### src/rtl/bf_pkg.sv
// Shared opcode constants, FSM state type and instruction-format helper for the Brainfuck core.
package bf_pkg;

    // Opcode field width; an instruction is PC_W + OP_W bits wide.
    localparam int unsigned OP_W = 3;

    localparam logic [OP_W-1:0] OP_ADD   = 3'd0;
    localparam logic [OP_W-1:0] OP_SUB   = 3'd1;
    localparam logic [OP_W-1:0] OP_RIGHT = 3'd2;
    localparam logic [OP_W-1:0] OP_LEFT  = 3'd3;
    localparam logic [OP_W-1:0] OP_OUT   = 3'd4;
    localparam logic [OP_W-1:0] OP_IN    = 3'd5;
    localparam logic [OP_W-1:0] OP_JZ    = 3'd6;
    localparam logic [OP_W-1:0] OP_JNZ   = 3'd7;

    typedef enum logic [2:0] {
        StIdle,
        StFetch,
        StExec,
        StOut,
        StIn,
        StHalt
    } state_e;

endpackage

### src/rtl/bf_exec_unit.sv
// Combinational datapath: next pc, next dp and updated cell value for one decoded instruction.
module bf_exec_unit
    import bf_pkg::*;
#(
    parameter int unsigned DATA_W = 8,
    parameter int unsigned DP_W   = 16,
    parameter int unsigned PC_W   = 13
) (
    input  logic [OP_W-1:0]   i_op,
    input  logic [PC_W-1:0]   i_arg,
    input  logic [PC_W-1:0]   i_pc,
    input  logic [DP_W-1:0]   i_dp,
    input  logic [DATA_W-1:0] i_cell,
    output logic [PC_W-1:0]   o_next_pc,
    output logic [DP_W-1:0]   o_next_dp,
    output logic [DATA_W-1:0] o_new_cell
);

    // Arithmetic is done at the wider of the two operand widths, then truncated.
    localparam int unsigned CW = (DATA_W > PC_W) ? DATA_W : PC_W;
    localparam int unsigned DW = (DP_W > PC_W) ? DP_W : PC_W;

    logic [CW-1:0]   w_cell_add;
    logic [CW-1:0]   w_cell_sub;
    logic [DW-1:0]   w_dp_add;
    logic [DW-1:0]   w_dp_sub;
    logic [PC_W-1:0] w_pc_inc;
    logic [PC_W-1:0] w_arg_inc;

    assign w_cell_add = CW'(i_cell) + CW'(i_arg);
    assign w_cell_sub = CW'(i_cell) - CW'(i_arg);
    assign w_dp_add   = DW'(i_dp) + DW'(i_arg);
    assign w_dp_sub   = DW'(i_dp) - DW'(i_arg);
    assign w_pc_inc   = i_pc + PC_W'(1);
    assign w_arg_inc  = i_arg + PC_W'(1);

    always_comb begin
        o_next_pc  = w_pc_inc;
        o_next_dp  = i_dp;
        o_new_cell = i_cell;
        case (i_op)
            OP_ADD:   o_new_cell = DATA_W'(w_cell_add);
            OP_SUB:   o_new_cell = DATA_W'(w_cell_sub);
            OP_RIGHT: o_next_dp  = DP_W'(w_dp_add);
            OP_LEFT:  o_next_dp  = DP_W'(w_dp_sub);
            OP_JZ: begin
                if (i_cell == '0) o_next_pc = w_arg_inc;
            end
            OP_JNZ: begin
                if (i_cell != '0) o_next_pc = w_arg_inc;
            end
            default: ;
        endcase
    end

endmodule

### src/rtl/bf_core.sv
// Brainfuck core: FETCH/EXEC FSM over synchronous instruction and data RAMs with stream I/O.
// Optional cycle counter enabled by defining BF_CORE_CYCLE_COUNT_EN.
module bf_core
    import bf_pkg::*;
#(
    parameter int unsigned DATA_W = 8,
    parameter int unsigned DP_W   = 16,
    parameter int unsigned PC_W   = 13,
    parameter int unsigned CYC_W  = 40
) (
    input  logic                 clock,
    input  logic                 reset_n,
    input  logic                 run,
    output logic [PC_W-1:0]      imem_addr,
    input  logic [PC_W+OP_W-1:0] imem_rdata,
    output logic [DP_W-1:0]      dmem_addr,
    input  logic [DATA_W-1:0]    dmem_rdata,
    output logic                 dmem_we,
    output logic [DATA_W-1:0]    dmem_wdata,
    output logic                 out_valid,
    input  logic                 out_ready,
    output logic [DATA_W-1:0]    out_data,
    input  logic                 in_valid,
    output logic                 in_ready,
    input  logic [DATA_W-1:0]    in_data,
    output logic                 halted,
    output logic [CYC_W-1:0]     cycles
);

    state_e              r_state;
    state_e              w_state_d;
    logic [PC_W-1:0]     r_pc;
    logic [PC_W-1:0]     w_pc_d;
    logic [DP_W-1:0]     r_dp;
    logic [DP_W-1:0]     w_dp_d;
    logic [DATA_W-1:0]   r_out_data;
    logic [DATA_W-1:0]   w_out_data_d;

    logic [OP_W-1:0]     w_op;
    logic [PC_W-1:0]     w_arg;
    logic                w_is_halt;
    logic [PC_W-1:0]     w_next_pc;
    logic [DP_W-1:0]     w_next_dp;
    logic [DATA_W-1:0]   w_new_cell;

    assign w_op      = imem_rdata[PC_W+OP_W-1:PC_W];
    assign w_arg     = imem_rdata[PC_W-1:0];
    assign w_is_halt = (imem_rdata == '0);

    bf_exec_unit #(
        .DATA_W (DATA_W),
        .DP_W   (DP_W),
        .PC_W   (PC_W)
    ) u_exec (
        .i_op       (w_op),
        .i_arg      (w_arg),
        .i_pc       (r_pc),
        .i_dp       (r_dp),
        .i_cell     (dmem_rdata),
        .o_next_pc  (w_next_pc),
        .o_next_dp  (w_next_dp),
        .o_new_cell (w_new_cell)
    );

    always_comb begin
        w_state_d    = r_state;
        w_pc_d       = r_pc;
        w_dp_d       = r_dp;
        w_out_data_d = r_out_data;
        dmem_we      = 1'b0;
        dmem_wdata   = '0;
        unique case (r_state)
            StIdle: begin
                if (run) w_state_d = StFetch;
            end
            StFetch: w_state_d = StExec;
            StExec: begin
                w_pc_d = w_next_pc;
                if (w_is_halt) begin
                    // The all-zero word decodes as OP_ADD but must not write.
                    w_state_d = StHalt;
                end else begin
                    w_dp_d    = w_next_dp;
                    w_state_d = StFetch;
                    case (w_op)
                        OP_ADD, OP_SUB: begin
                            dmem_we    = 1'b1;
                            dmem_wdata = w_new_cell;
                        end
                        OP_OUT: begin
                            w_out_data_d = dmem_rdata;
                            w_state_d    = StOut;
                        end
                        OP_IN:   w_state_d = StIn;
                        default: ;
                    endcase
                end
            end
            StOut: begin
                if (out_ready) w_state_d = StFetch;
            end
            StIn: begin
                if (in_valid) begin
                    dmem_we    = 1'b1;
                    dmem_wdata = in_data;
                    w_state_d  = StFetch;
                end
            end
            StHalt: ;
            default: w_state_d = StIdle;
        endcase
    end

    always_ff @(posedge clock or negedge reset_n) begin
        if (!reset_n) begin
            r_state    <= StIdle;
            r_pc       <= '0;
            r_dp       <= '0;
            r_out_data <= '0;
        end else begin
            r_state    <= w_state_d;
            r_pc       <= w_pc_d;
            r_dp       <= w_dp_d;
            r_out_data <= w_out_data_d;
        end
    end

    assign imem_addr = r_pc;
    assign dmem_addr = r_dp;
    assign out_valid = (r_state == StOut);
    assign out_data  = r_out_data;
    assign in_ready  = (r_state == StIn);
    assign halted    = (r_state == StHalt);

`ifdef BF_CORE_CYCLE_COUNT_EN
    logic [CYC_W-1:0] r_cycles;

    always_ff @(posedge clock or negedge reset_n) begin
        if (!reset_n) begin
            r_cycles <= '0;
        end else if (r_state != StIdle && r_state != StHalt) begin
            r_cycles <= r_cycles + CYC_W'(1);
        end
    end

    assign cycles = r_cycles;
`else
    assign cycles = '0;
`endif

endmodule

### config.mk
export PLATFORM = sky130hd
export DESIGN_NAME = bf_core
export DESIGN_NICKNAME = d
export VERILOG_FILES = /design/src/rtl/bf_pkg.sv /design/src/rtl/bf_exec_unit.sv /design/src/rtl/bf_core.sv
export SDC_FILE = /design/constraint.sdc
export NUM_CORES = 1
export LEC_CHECK = 0
export BUFFER_PORTS_ARGS = -buffer_cell sky130_fd_sc_hd__clkbuf_2
export CAP_MARGIN = 10
export CELL_PAD_IN_SITES_DETAIL_PLACEMENT = 0
export CELL_PAD_IN_SITES_GLOBAL_PLACEMENT = 1
export CORE_UTILIZATION = 34
export DETAILED_ROUTE_END_ITERATION = 16
export GPL_ROUTABILITY_DRIVEN = 0
export GPL_TIMING_DRIVEN = 0
export PLACE_DENSITY = 0.75
export SLEW_MARGIN = 20
export SYNTH_ARGS = -nofsm -noshare
export SYNTH_HDL_FRONTEND = slang
export SYNTH_SLANG_ARGS = --single-unit
### constraint.sdc
create_clock -name clock -period 3.7 [get_ports clock]
set_clock_uncertainty 0.1 [all_clocks]
set_input_delay 0.74 -clock clock [delete_from_list [all_inputs] [get_ports clock]]
set_output_delay 0.74 -clock clock [all_outputs]
set_load 0.01 [all_outputs]
======== Yosys cells after proc, flatten, opt, wreduce, memory -nomap -nowiden ========
Cells that the tools add are included.
cells by class
  $add $sub $neg .......................... 6
  eq/ne operators ......................... 15
  muxes and demuxes ....................... 19
  bitwise operators ....................... 2
  reductions and logical operators ........ 10
operators with widths
  cell                                                             count
  16-bit case mux with 2 select lines                              1
  8-bit case mux with 2 select lines                               2
  13-bit by 1-bit adder with 13-bit output, second input constant  2
  13-bit 2-to-1 mux                                                2
  13-bit case mux with 2 select lines                              1
  8-bit 2-to-1 mux                                                 3
  3-bit == test, second input constant                             6
  3-bit case mux with 6 select lines                               1
  16-bit by 13-bit adder with 16-bit output                        1
  16-bit zero test                                                 1
  16-bit by 13-bit subtractor with 16-bit output                   1
  3-bit by 2-bit == test with 1-bit output, second input constant  4
  3-bit 2-to-1 mux                                                 4
  8-bit adder                                                      1
  8-bit zero test                                                  1
  8-bit nonzero test                                               1
  8-bit subtractor                                                 1
  3-bit by 1-bit == test with 1-bit output, second input constant  2
  3-bit zero test                                                  2
  3-bit case mux with 2 select lines                               1
  3-bit AND reduction                                              2
  2-bit != test, second input constant                             2
  4-bit AND reduction                                              1
  1-bit 2-to-1 mux                                                 3
  5 further kinds                                                  6
word-level totals
  register bits ........................... 40
  input port bits ......................... 37
  output and inout port bits .............. 89
  word-level logic and storage cells ...... 56

======== Longest topological paths before layout ========
  depth in word-level cells ............... 5
  depth in mapped cells ................... 13
  depth with buffers taken out ............ 13

======== Hierarchy ========
A second synthesis with hierarchy kept.
second synthesis, totals
  cell total of the unflattened synthesis .. 484
  area, all modules ....................... 4,275.4 um2
modules (own cells, without submodules)
  module        times used  cells an instance  area each (um2)  seq. area each (um2)
  bf_exec_unit  1           325                2,144.6          0.0
  bf_core       1           159                2,130.8          1,001.0

======== Worst setup path before layout ========
Ideal clock, no wire load.
  kind .................................... in2out
  from .................................... input imem_rdata[15]
  to ...................................... output dmem_wdata[6]
  data arrival time ....................... 3.225 ns
  required time ........................... 2.860 ns
  path slack .............................. -0.365 ns
  cell stages on the path ................. 10
  path buffers ............................ 1
  cells stage by stage .................... clkbuf_1 > nor3b_1 > mux2_2 > fa_1 > nor2b_1 > o21ai_0 > a21boi_1 > o21a_1 > nor3_1 > o31ai_1
on the way
  cells in the longest elaborated chain, start to end .. 5
  elaborated cells between the ends (all ways) .. 8
  those cells by class .................... eq/ne: 1; mux: 4; reduce/logical: 3
RTL lines
  element                                                                             RTL line                           text
  from (decl)                                                                         bf_core.sv:15                      input logic [PC_W+OP_W-1:0] imem_rdata,
  3-bit by 1-bit == test with 1-bit output / 3-bit zero test (equally long branches)  bf_exec_unit.sv:41, bf_core.sv:85
  8-bit case mux with 2 select lines / 2-bit OR reduction (equally long branches)     bf_exec_unit.sv:41, bf_core.sv:85
  8-bit 2-to-1 mux                                                                    bf_core.sv:85                      case (w_op)
  8-bit 2-to-1 mux (*)                                                                bf_core.sv:79                      if (w_is_halt) begin
  8-bit case mux with 2 select lines (*)                                              bf_core.sv:72                      unique case (r_state)
  to (decl)                                                                           bf_core.sv:19                      output logic [DATA_W-1:0] dmem_wdata,
Mark *: on every way between the ends. The rest lies on a longest branch, timed or not.

======== Worst setup path in the final report ========
  from .................................... input imem_rdata[0]
  to ...................................... output dmem_wdata[7]
on the way
  cells in the longest elaborated chain, start to end .. 5
  elaborated cells between the ends (all ways) .. 7
  those cells by class .................... add/sub: 2; mux: 4; reduce/logical: 1
RTL lines
  element                                                 RTL line                                text
  8-bit subtractor / 8-bit adder (equally long branches)  bf_exec_unit.sv:31, bf_exec_unit.sv:30
  8-bit case mux with 2 select lines                      bf_exec_unit.sv:41                      case (i_op)
  8-bit 2-to-1 mux                                        bf_core.sv:85
  8-bit 2-to-1 mux (*)                                    bf_core.sv:79
  8-bit case mux with 2 select lines (*)                  bf_core.sv:72
Marked as above.

==> metrics.txt <==
number of placed instances, taps included 757; Die Wd 110.9 um; CTS max path bufs 2; via count of the first global-routing pass 3,829; required time of the critical path 2860 ps; detailed-route vias per instance 4.986; total number of clock tree sinks 40; Port-buffer cells 75; Netlist Area Pre-Place 4033 um2; worst slew pin tran 574.8 ps; maximum number of pins on one net before global-route repair 41; area overhead of the layout relative to synthesis 29.32%; startpoint-to-endpoint class of the critical path input port to output pin; sum of internal, switching and leakage power 2.988 mW; share of the core filled with cells 45.48%; post-synthesis register bit count 40; hold slack final 334.0 ps; final critical path time including I/O delays and setup 3807 ps; H-tree lvl count 2; Std-Cell Core Area 11,470 um2; antenna violation net count after detailed routing 0; instance count of the mapped netlist 500; cell area after layout 5215 um2; Clock Latency Late Sink 280 ps; highest clock frequency the design can meet 262.7 MHz; final wirelength 11,440 um; launching element of the worst setup path imem_rdata[0]; maximum capacitance violations 0; TritonCTS clock tree done; maximum vdd ir drop 350.0 uV; nature of the critical path endpoint output pin; worst hold-check path type input port to asynchronous set/reset pin; most instantiated flip-flop cell in the synthesis netlist dfrtp_1; Lkg Pwr 2.466 nW; number of search-and-repair iterations in the first detailed-routing pass 4; wire length of the first global-routing pass 19,090 um; per-instance average area after synthesis 8.065 um2; Die ar. 12,300 um2; count of final max-slew check failures 0; starting utilization of the core area 35.17%; number of antenna violations at the first check in global routing 0; final instance count without filler cells 787; final count of hold timing violations 0; async set or reset register ratio after synthesis 100.0%; floorplan row count 39; final setup slack of the worst path -106.9 ps; CP max FO 8; run status finished, violations left; total of warnings raised by yosys 0; Die Ht 110.9 um; root buffer cell clkbuf_16; register area share after synthesis 24.82%; total negative slack -144.9 ps; Worst Path Arrival 2970 ps; area used by multi-input combinational logic 2813 um2; Setup WS pre-CTS -572.3 ps; total routing usage reported by global routing 18.95%; final setup vio count 3; Slew Limit Headroom 61.68%; Seq. cell area 1001 um2; number of enable flip-flop cells after synthesis 0; Clock transition at path regs 60 ps; number of nets in the final layout 708; launching element type of the critical path input port; remaining routing DRC violations 0; routed len/inst 14.54 um; startpoint of the worst register-to-register path dmem_addr[0]$_DFFE_PN0P_; HPWL after detailed placement 8706 um; period utilisation layout 102.9%; violated checks negative setup slack; total number of vias 3,924; power per unit of standard cell area 573.0 nW/um2; number of inserted filler cells in the final layout 1,154; share of cells above drive strength 1 31.06%; RSZ-0062 raised after global routing yes; number of top-level design ports 126; post-placement cell area 4766 um2; count of distinct cell types in the synthesized netlist 70; aggregate global routing overflow 0; Ant. Diodes 0; drt initial violations 204; number of buffers created by CTS 5
[layer usage]
metal	part of all wire [%]	GRT usage, %	vias to the layer above	routed length [um]
li1	-	-	1983	-
met1	47	24.74	1830	5342
met2	48	32.75	98	5514
met3	3.8	2.679	13	433
met4	1.3	4.800	0	151
met5	0	0	-	0
[cell type report]
class | instances | area share, %
Timing Repair Buffer | 99 | 11.25
Clock buffer | 5 | 2.399
Sequential cell | 40 | 19.19
Clock inverter | 2 | 0.2399
Inverter | 17 | 1.320
Multi-Input combinational cell | 418 | 53.93
Tap cell | 143 | 3.431
Buffer | 63 | 8.229
[flip-flops by register name (all words and copies together), names as in the netlist]
| name | flops |
|---|---|
| dmem_addr | 16 |
| imem_addr | 13 |
| out_data | 8 |
| r_state | 3 |
[critical path: stages]
cell and delay [ps]:
clkbuf_16 140, inv_4 70, ha_4 140, nor3b_4 190, buf_4 160, nor2_1 50, xnor2_1 130, ha_2 360
and2_1 200, a311oi_2 80, o31a_1 320, a211o_1 260, clkbuf_2 130
[cell usage after synthesis (all sizes together) (11+ instances only)]
cell type / number / area [um2]
inv: 16 / 60.05
buf: 53 / 372.9
a21oi: 30 / 161.4
o21ai: 38 / 193.9
dfrtp: 40 / 1001
nand2: 47 / 176.4
ha: 25 / 312.8
clkbuf: 11 / 42.54
xor2: 13 / 113.9
nor2: 47 / 176.4
nor3: 14 / 81.33
xnor2: 28 / 245.2
[path summary, 6_finish.rpt]
check	cells after the start	to	slack, ps
hold / removal	1	dmem_addr[14]$_DFFE_PN0P_	330
hold reg to reg	2	out_data[0]$_DFFE_PN0P_	390
max in group asynchronous	1	imem_addr[8]$_DFFE_PN0P_	2760
setup / recovery	13	dmem_wdata[7]	-110
min in group clock	2	out_data[0]$_DFFE_PN0P_	390
setup reg to reg	10	dmem_addr[10]$_DFFE_PN0P_	1120
[power by group]
group | internal, mW | leakage, nW | switching (mW)
logic | 0.764 | 1.91 | 0.948
clock network | 0.245 | 0.0657 | 0.187
registers | 0.639 | 0.488 | 0.205
[cell usage in the layout (no fill, tap or decap), types with 4 or more instances in the layout]
master,netlist,final
clkbuf_2,1,70
buf_4,41,67
nor2_1,47,47
nand2_1,47,47
conb_1,1,40
dfrtp_1,40,40
xnor2_1,28,28
a21oi_1,29,28
o21ai_1,23,26
ha_1,25,19
nor3_1,13,13
xor2_1,13,13
inv_1,15,12
buf_2,10,12
o21ai_0,14,11
nand3_1,10,10
nand4_1,9,9
clkbuf_1,10,7
nor2b_1,7,7
a31oi_1,7,7
nand2b_1,6,6
nor3b_1,9,6
mux2_2,7,6
o22a_1,6,6
clkbuf_16,0,6
and2_1,5,5
a21o_1,5,5
o21a_1,4,4
o31ai_1,6,4
ha_2,0,4
[what timing repair did]
| item | in CTS | in global routing |
|---|---|---|
| setup buffers | 15 | 9 |
| resized for setup | 28 | 12 |
| endpoints found under the setup margin | 6 | 5 |
| pin swaps | 10 | 11 |
| hold buffers | 0 | 0 |
[cells by family (layout without fill, tap and decap cells)]
kind of cell / after synthesis / in the layout / synth area share (%)
and+or+nand+nor: 176 / 176 / 22.77
AOI/OAI and AO/OA: 125 / 125 / 20.32
buffers and inverters: 81 / 186 / 11.88
xor gates and xnor gates: 41 / 41 / 8.905
DFF: 40 / 40 / 24.82
adders and majority gates: 27 / 27 / 8.750
muxes: 9 / 9 / 2.451
other: 1 / 40 / 0.09299
(Power assumes the default switching activity.)
